**src/rtl/if_id_fetch_ctrl.sv**
```systemverilog
// ============================================================================
// if_id_fetch_ctrl
//
// Instruction-fetch stage control with the IF/ID pipeline register and a
// HALT drain sequencer.
//
// The PC advances by 4, is redirected by a taken branch (flush) or by a jump,
// or holds on a hazard stall. The IF/ID register loads the fetched instruction
// with its PC+4, or a bubble (NOP, valid=0) when the fetched slot is squashed.
// When HALT reaches ID, fetch stops. After DRAIN_CYCLES enabled cycles the
// older instructions have left EX/MEM/WB and o_halted rises. It stays high
// until reset.
//
// Parameters:
//   NBITS        - PC / instruction width
//   PC_RESET     - PC value after reset
//   DRAIN_CYCLES - enabled cycles from HALT leaving ID until the pipeline is empty
//
// Ports:
//   i_clk          rising-edge clock
//   i_reset_n      asynchronous active-low reset
//   i_enable       debug step/run gate; 0 freezes all state
//   i_PC_Write     hazard unit: PC may advance
//   i_IF_ID_Write  hazard unit: IF/ID may load
//   i_IF_ID_Flush  taken branch resolved downstream; squash IF/ID
//   i_branch_addr  branch target
//   i_jump         jump decoded in ID
//   i_jump_addr    jump/JALR target
//   i_HALT         HALT decoded in ID
//   i_instr        instruction read at o_pc (combinational memory)
//   o_pc           fetch address
//   o_IF_ID_instr  latched instruction to ID
//   o_IF_ID_pc4    latched PC+4 to ID
//   o_IF_ID_valid  latched instruction is real (0 = bubble)
//   o_halted       pipeline drained after HALT
//   o_state        FSM state: 0 RUN, 1 DRAIN, 2 HALTED
// ============================================================================
module if_id_fetch_ctrl #(
    parameter int               NBITS        = 32,
    parameter logic [NBITS-1:0] PC_RESET     = '0,
    parameter int               DRAIN_CYCLES = 3
) (
    input  logic             i_clk,
    input  logic             i_reset_n,
    input  logic             i_enable,
    input  logic             i_PC_Write,
    input  logic             i_IF_ID_Write,
    input  logic             i_IF_ID_Flush,
    input  logic [NBITS-1:0] i_branch_addr,
    input  logic             i_jump,
    input  logic [NBITS-1:0] i_jump_addr,
    input  logic             i_HALT,
    input  logic [NBITS-1:0] i_instr,
    output logic [NBITS-1:0] o_pc,
    output logic [NBITS-1:0] o_IF_ID_instr,
    output logic [NBITS-1:0] o_IF_ID_pc4,
    output logic             o_IF_ID_valid,
    output logic             o_halted,
    output logic [1:0]       o_state
);

    typedef enum logic [1:0] {
        ST_RUN    = 2'd0,
        ST_DRAIN  = 2'd1,
        ST_HALTED = 2'd2
    } state_t;

    localparam int CW = (DRAIN_CYCLES < 2) ? 1 : $clog2(DRAIN_CYCLES + 1);

    state_t           r_state;
    logic [CW-1:0]    r_cnt;
    logic [NBITS-1:0] r_pc;
    logic [NBITS-1:0] r_ifid_instr;
    logic [NBITS-1:0] r_ifid_pc4;
    logic             r_ifid_valid;
    logic             r_halted;

    logic [NBITS-1:0] w_pc4;
    logic [NBITS-1:0] w_branch_tgt;
    logic [NBITS-1:0] w_jump_tgt;
    logic             w_jump_taken;

    // PC+4 wraps naturally at the top of the address space.
    assign w_pc4        = r_pc + NBITS'(4);
    // Targets are forced word-aligned.
    assign w_branch_tgt = i_branch_addr & ~NBITS'(3);
    assign w_jump_tgt   = i_jump_addr & ~NBITS'(3);
    // A jump seen during a PC stall is not taken; it retries next cycle.
    assign w_jump_taken = i_jump & i_PC_Write;

    always_ff @(posedge i_clk or negedge i_reset_n) begin
        if (!i_reset_n) begin
            r_state      <= ST_RUN;
            r_cnt        <= '0;
            r_pc         <= PC_RESET;
            r_ifid_instr <= '0;
            r_ifid_pc4   <= '0;
            r_ifid_valid <= 1'b0;
            r_halted     <= 1'b0;
        end else if (i_enable) begin
            case (r_state)
                ST_RUN: begin
                    // A HALT that coincides with a flush sits on the wrong
                    // path and is squashed, so the flush takes precedence.
                    // The fetch slot after a real HALT is dropped and the PC
                    // freezes at the address after the HALT.
                    if (i_HALT && !i_IF_ID_Flush) begin
                        r_state      <= ST_DRAIN;
                        r_cnt        <= CW'(DRAIN_CYCLES);
                        r_ifid_instr <= '0;
                        r_ifid_pc4   <= '0;
                        r_ifid_valid <= 1'b0;
                    end else begin
                        if (i_IF_ID_Flush) begin
                            r_pc <= w_branch_tgt;
                        end else if (w_jump_taken) begin
                            r_pc <= w_jump_tgt;
                        end else if (i_PC_Write) begin
                            r_pc <= w_pc4;
                        end

                        if (i_IF_ID_Flush || w_jump_taken) begin
                            r_ifid_instr <= '0;
                            r_ifid_pc4   <= '0;
                            r_ifid_valid <= 1'b0;
                        end else if (i_IF_ID_Write) begin
                            r_ifid_instr <= i_instr;
                            r_ifid_pc4   <= w_pc4;
                            r_ifid_valid <= 1'b1;
                        end
                    end
                end

                ST_DRAIN: begin
                    r_ifid_instr <= '0;
                    r_ifid_pc4   <= '0;
                    r_ifid_valid <= 1'b0;
                    // Compare with <= so that a zero-length drain cannot
                    // stay in DRAIN forever.
                    if (r_cnt <= CW'(1)) begin
                        r_state  <= ST_HALTED;
                        r_cnt    <= '0;
                        r_halted <= 1'b1;
                    end else begin
                        r_cnt <= r_cnt - CW'(1);
                    end
                end

                ST_HALTED: begin
                    r_halted <= 1'b1;
                end

                default: begin
                    r_state <= ST_RUN;
                end
            endcase
        end
    end

    assign o_pc          = r_pc;
    assign o_IF_ID_instr = r_ifid_instr;
    assign o_IF_ID_pc4   = r_ifid_pc4;
    assign o_IF_ID_valid = r_ifid_valid;
    assign o_halted      = r_halted;
    assign o_state       = r_state;

endmodule

```
**config.mk**
```make
export PLATFORM = sky130hd
export DESIGN_NAME = if_id_fetch_ctrl
export DESIGN_NICKNAME = d
export VERILOG_FILES = /design/src/rtl/if_id_fetch_ctrl.sv
export SDC_FILE = /design/constraint.sdc
export NUM_CORES = 1
export LEC_CHECK = 0
export CAP_MARGIN = 20
export CORE_MARGIN = 4
export CORE_UTILIZATION = 25
export CTS_CLUSTER_SIZE = 24
export DETAILED_ROUTE_END_ITERATION = 10
export PLACE_DENSITY_LB_ADDON = 0.3
export SYNTH_ARGS = -nofsm -noshare
export SYNTH_HDL_FRONTEND = slang
export SYNTH_SLANG_ARGS = --single-unit
```
**constraint.sdc**
```tcl
create_clock -name i_clk -period 3.56 [get_ports i_clk]
set_input_delay 0.356 -clock i_clk [delete_from_list [all_inputs] [get_ports i_clk]]
set_output_delay 0.356 -clock i_clk [all_outputs]
set_load 0.005 [all_outputs]
```
Yosys cells after proc, flatten, opt, wreduce, memory -nomap -nowiden
Index checks and enable logic that the tools add are counted.
Widths: inputs -> output; s select.
- register bits: 102
- output and inout port bits: 100
- bits of input ports: 104
- bitwise gates (word level): 3
- $add $sub $neg: 2
- reductions and logical operators: 12
- $lt $le $gt $ge: 1
- muxes and demuxes: 23
- eq/ne operators: 5
- operators with widths (cell ; number):
    $mux 32 ; 9
    $pmux 32 s2 ; 2
    $add 32x3->32 const B ; 1
    $reduce_and 3->1 ; 3
    $mux 2 ; 4
    $reduce_and 4->1 ; 2
    $pmux 2 s3 ; 1
    $mux 1 ; 4
    $ne 2x2->1 const B ; 2
    $ne 4x4->1 const B ; 1
    $pmux 1 s2 ; 2
    $pmux 2 s2 ; 1
    $reduce_bool 2->1 ; 2
    $reduce_bool 3->1 ; 1
    $eq 2x1->1 const B ; 1
    $eq 2x2->1 const B ; 1
    $le 2x1->1 const B ; 1
    $logic_not 2->1 ; 1
    $not 1->1 ; 2
    $sub 2x1->2 const B ; 1
    $and 1x1->1 ; 1
    $logic_and 1x1->1 ; 1
    $logic_not 1->1 ; 1
    $logic_or 1x1->1 ; 1

Logic depth before layout (Yosys ltp)
- depth in word-level cells: 5
- gate-level depth with buffers: 7
- mapped depth without buffers: 6

Worst setup path before layout
OpenSTA, ideal clock, no wires.
- path kind: register to register
- start point: register r_pc[2], in the netlist o_pc[2]
- end point: register r_pc[28], in the netlist o_pc[28]
- cell stages (with the launch flop): 7
- slack: 1.711 ns
- arrival: 1.779 ns
- period minus slack after synthesis: 1.849 ns
- library setup time: 0.069 ns
- path buffers: 0
- data required time: 3.491 ns
- cell sequence: dfrtp_1 ha_1 nand4_1 nor2_1 nand4_1 or4_1 nand3_1
- longest elaborated chain between the ends: 4
- ends and longest elaborated chain (item ; line ; source):
    start, declared ; 72 ; logic [NBITS-1:0] r_pc;
    start signal, assigned ; 115 ; r_pc <= w_branch_tgt;
    start signal, assigned ; 117 ; r_pc <= w_jump_tgt;
    start signal, assigned ; 119 ; r_pc <= w_pc4;
    $add 32x3->32 ; 84 ; assign w_pc4 = r_pc + NBITS'(4);
    $mux 32 ; 118 ; end else if (i_PC_Write) begin
    $mux 32 ; 116 ; end else if (w_jump_taken) begin
    $mux 32 ; 114 ; if (i_IF_ID_Flush) begin
Every way passes these cells. The select of a mux whose other input is x is not followed.
A chain may end at the register's enable or synchronous reset.

Worst setup path after layout
- start point: input i_enable
- end point: register r_pc[17], in the netlist o_pc[17]
- longest elaborated chain between the ends: 1
- ends and longest elaborated chain (item ; line ; source):
    start, declared ; 45 ; input logic i_enable,
    $reduce_and 4->1 (no source line) ; -- ;
Every way passes these cells.

==> metrics.csv <==
metric,value,unit
most-common-layout-cells,"clkdlybuf4s50_1 (195), dfrtp_1 (99), o21ai_0 (66)",
nFillCells,1966,
reg2reg_depth,5,
setup_viol,0,
cts_setup_buffers,0,
finalCriticalPeriod,2.23,ns
synth_ff_type,dfrtp_1,
status,finished clean,
rsz0062_at_grt,false,
first_pass_iters,4,
core_area,19700,um2
ys_seq_elements,99,
post-route-period-util,62.6,%
io_pins,204,
clock-sinks,99,
ys_seq_area_share,48.9,%
finalSetupTns,0,ns
crit_path_top_delay_cell,clkdlybuf4s50_1,
via_count,4760,
crit_arrival,2.45,ns
holdBufCountCts,0,
grt_max_degree,67,
reg2reg_from,o_pc[10]$_DFFE_PN0P_,
relSlewSlack,37.3,%
htree_num_levels,3,
reg2reg_to,o_pc[21]$_DFFE_PN0P_,
dp_slack,0.966,ns
cap_violations,0,
rrSetupSlack,1.43,ns
die_w,150,um
area_growth,50.0,%
crit_path_frequent_cell,o21ai_0,
gr-total-overflow,0,
cp_slowest_stage_delay,0.60,ns
ys_types,49,
io_buffer_count,197,
grtUsageTotal,15.6,%
die_area,22600,um2
antenna_found_initial,0,
drc,0,
diodes,0,
cp-start-kind,input port,
place_congestion,0.796,
peakVddDrop,0.000205,V
grt_pass1_wl,27300,um
synth_edf_count,0,
wl_per_cell,18.3,um
slew_viol_final,0,
leakage,3.11,nW
fin_ws,1.33,ns
hpwl,12900,um
clock_tree.buffer_depth,2,
initial_core_util,25.7,%
layout_commonest_cell,clkdlybuf4s50_1,
clk_pin_slew_worst_paths,0.07,ns
worst_slew_pin_slew,0.937,ns
grt_pass1_vias,4675,
clk_latency,0.35,ns
chipHeight,150,um
layout.nets,822,
vias_per_cell,4.82,
critPathRequiredTime,3.78,ns
crit_type,in -> reg,
drive_above_1_share,6.09,%
end_kind,flip-flop,
fmax,449,MHz
avgSynthCellArea,9.47,um2
skew,0.0102,ns
drt_iter0_markers,175,
syn-cell-area,5060,um2
async_reset_ff_share,100,%
postRouteAntennaNets,0,
power.density,534,nW/um2
crit_fanout,24,
hold_violations,0,
root_buffer,clkbuf_16,
netlist_instances,535,
wirelength,18100,um
cts_buffers,9,
cts_tree,done,
yosysWarnings,0,
ctsResizeCount,0,
rows,51,
path_cells,"clkdlybuf4s50_1, nor2b_1, o211ai_1, buf_4, o21ai_0, o21ai_0",
min_path_type,in -> async,
==> through the flow <==
step | std cells | hold WS, ns | instance area [um2] | util (%) | power, mW
final | 987 | 0.110 | 7600 | 38.5 | 4.06
after global placement | 971 | 0.438 | 7310 | 37.1 | 3.12
after floorplan | 536 | 0.0604 | 5070 | - | 2.28
after global routing | 987 | 0.186 | 7600 | 38.5 | 4.34
after detailed placement | 971 | 0.446 | 7310 | 37.1 | 3.13
after CTS | 987 | 0.148 | 7600 | 38.5 | 4.11
==> kinds of logic after synthesis <==
family / share of synthesized area [%]
adder cells (fa/ha/maj): 0.247
AO/OA/AOI/OAI: 23.8
multiplexers: 0.198
other: 0.0740
XOR/XNOR: 4.84
buffers and inverters: 4.22
AND/OR/NAND/NOR: 17.7
flip-flops: 48.9
==> worst max-delay path: cells and delay by family <==
family,cells,cell delay [ns]
and+or+nand+nor,1,0.37
AOI/OAI and AO/OA,3,0.73
buffers and inverters,2,0.98
==> metal layers <==
| metal | track usage (%) | up-vias | part of all wire (%) |
|---|---|---|---|
| met1 | 21.2 | 2269 | 46 |
| met3 | 3.70 | 14 | 7.4 |
| met5 | 0 | - | 0 |
| met4 | 4.03 | 0 | 1.1 |
| li1 | - | 2317 | - |
| met2 | 25.0 | 160 | 46 |
==> area by class of cell <==
type	instances	area [um2]	area share (%)
Clock inverter	7	58.8	0.774
Inverter	11	41.3	0.543
Sequential cell	99	2480	32.6
Multi-Input combinational cell	386	2390	31.5
Timing Repair Buffer	210	2070	27.3
Clock buffer	9	225	2.96
Tap cell	265	332	4.36
==> report_power, final <==
part	leakage [nW]	total (mW)	internal (mW)	switching (mW)
sequential	1.31	1.72	1.35	0.366
clock	0.127	0.959	0.485	0.474
combinational	1.67	1.39	0.776	0.611
total	3.11	4.06	2.61	1.45
==> Yosys cell counts (10+ instances only) <==
library cell	n	area (um2)
a22o_1	34	298
nand2_1	59	221
clkbuf_1	27	101
a21oi_1	36	180
nand3_1	13	65.1
and3_1	25	156
nor2_1	26	97.6
xnor2_1	21	184
inv_1	11	41.3
o2bb2ai_1	10	87.6
o21ai_0	66	330
dfrtp_1	99	2480
==> registers in the layout (all words and copies together), names as in the netlist <==
register	count
o_IF_ID_instr	32
o_IF_ID_pc4	31
o_IF_ID_valid	1
o_halted	1
o_pc	30
o_state	2
r_cnt	2
==> how the worst max path moves through the flow <==
| stage | cells after the start | start | endpoint |
|---|---|---|---|
| detailed placement | 6 | i_enable | o_pc[17]$_DFFE_PN0P_ |
| global placement | 6 | i_enable | o_pc[13]$_DFFE_PN0P_ |
| global route | 6 | i_enable | o_pc[8]$_DFFE_PN0P_ |
| CTS | 7 | i_HALT | o_pc[30]$_DFFE_PN0P_ |
| finish | 6 | i_enable | o_pc[17]$_DFFE_PN0P_ |
| floorplan | 6 | o_pc[2]$_DFFE_PN0P_ | o_pc[28]$_DFFE_PN0P_ |
(Power assumes the default switching activity.)
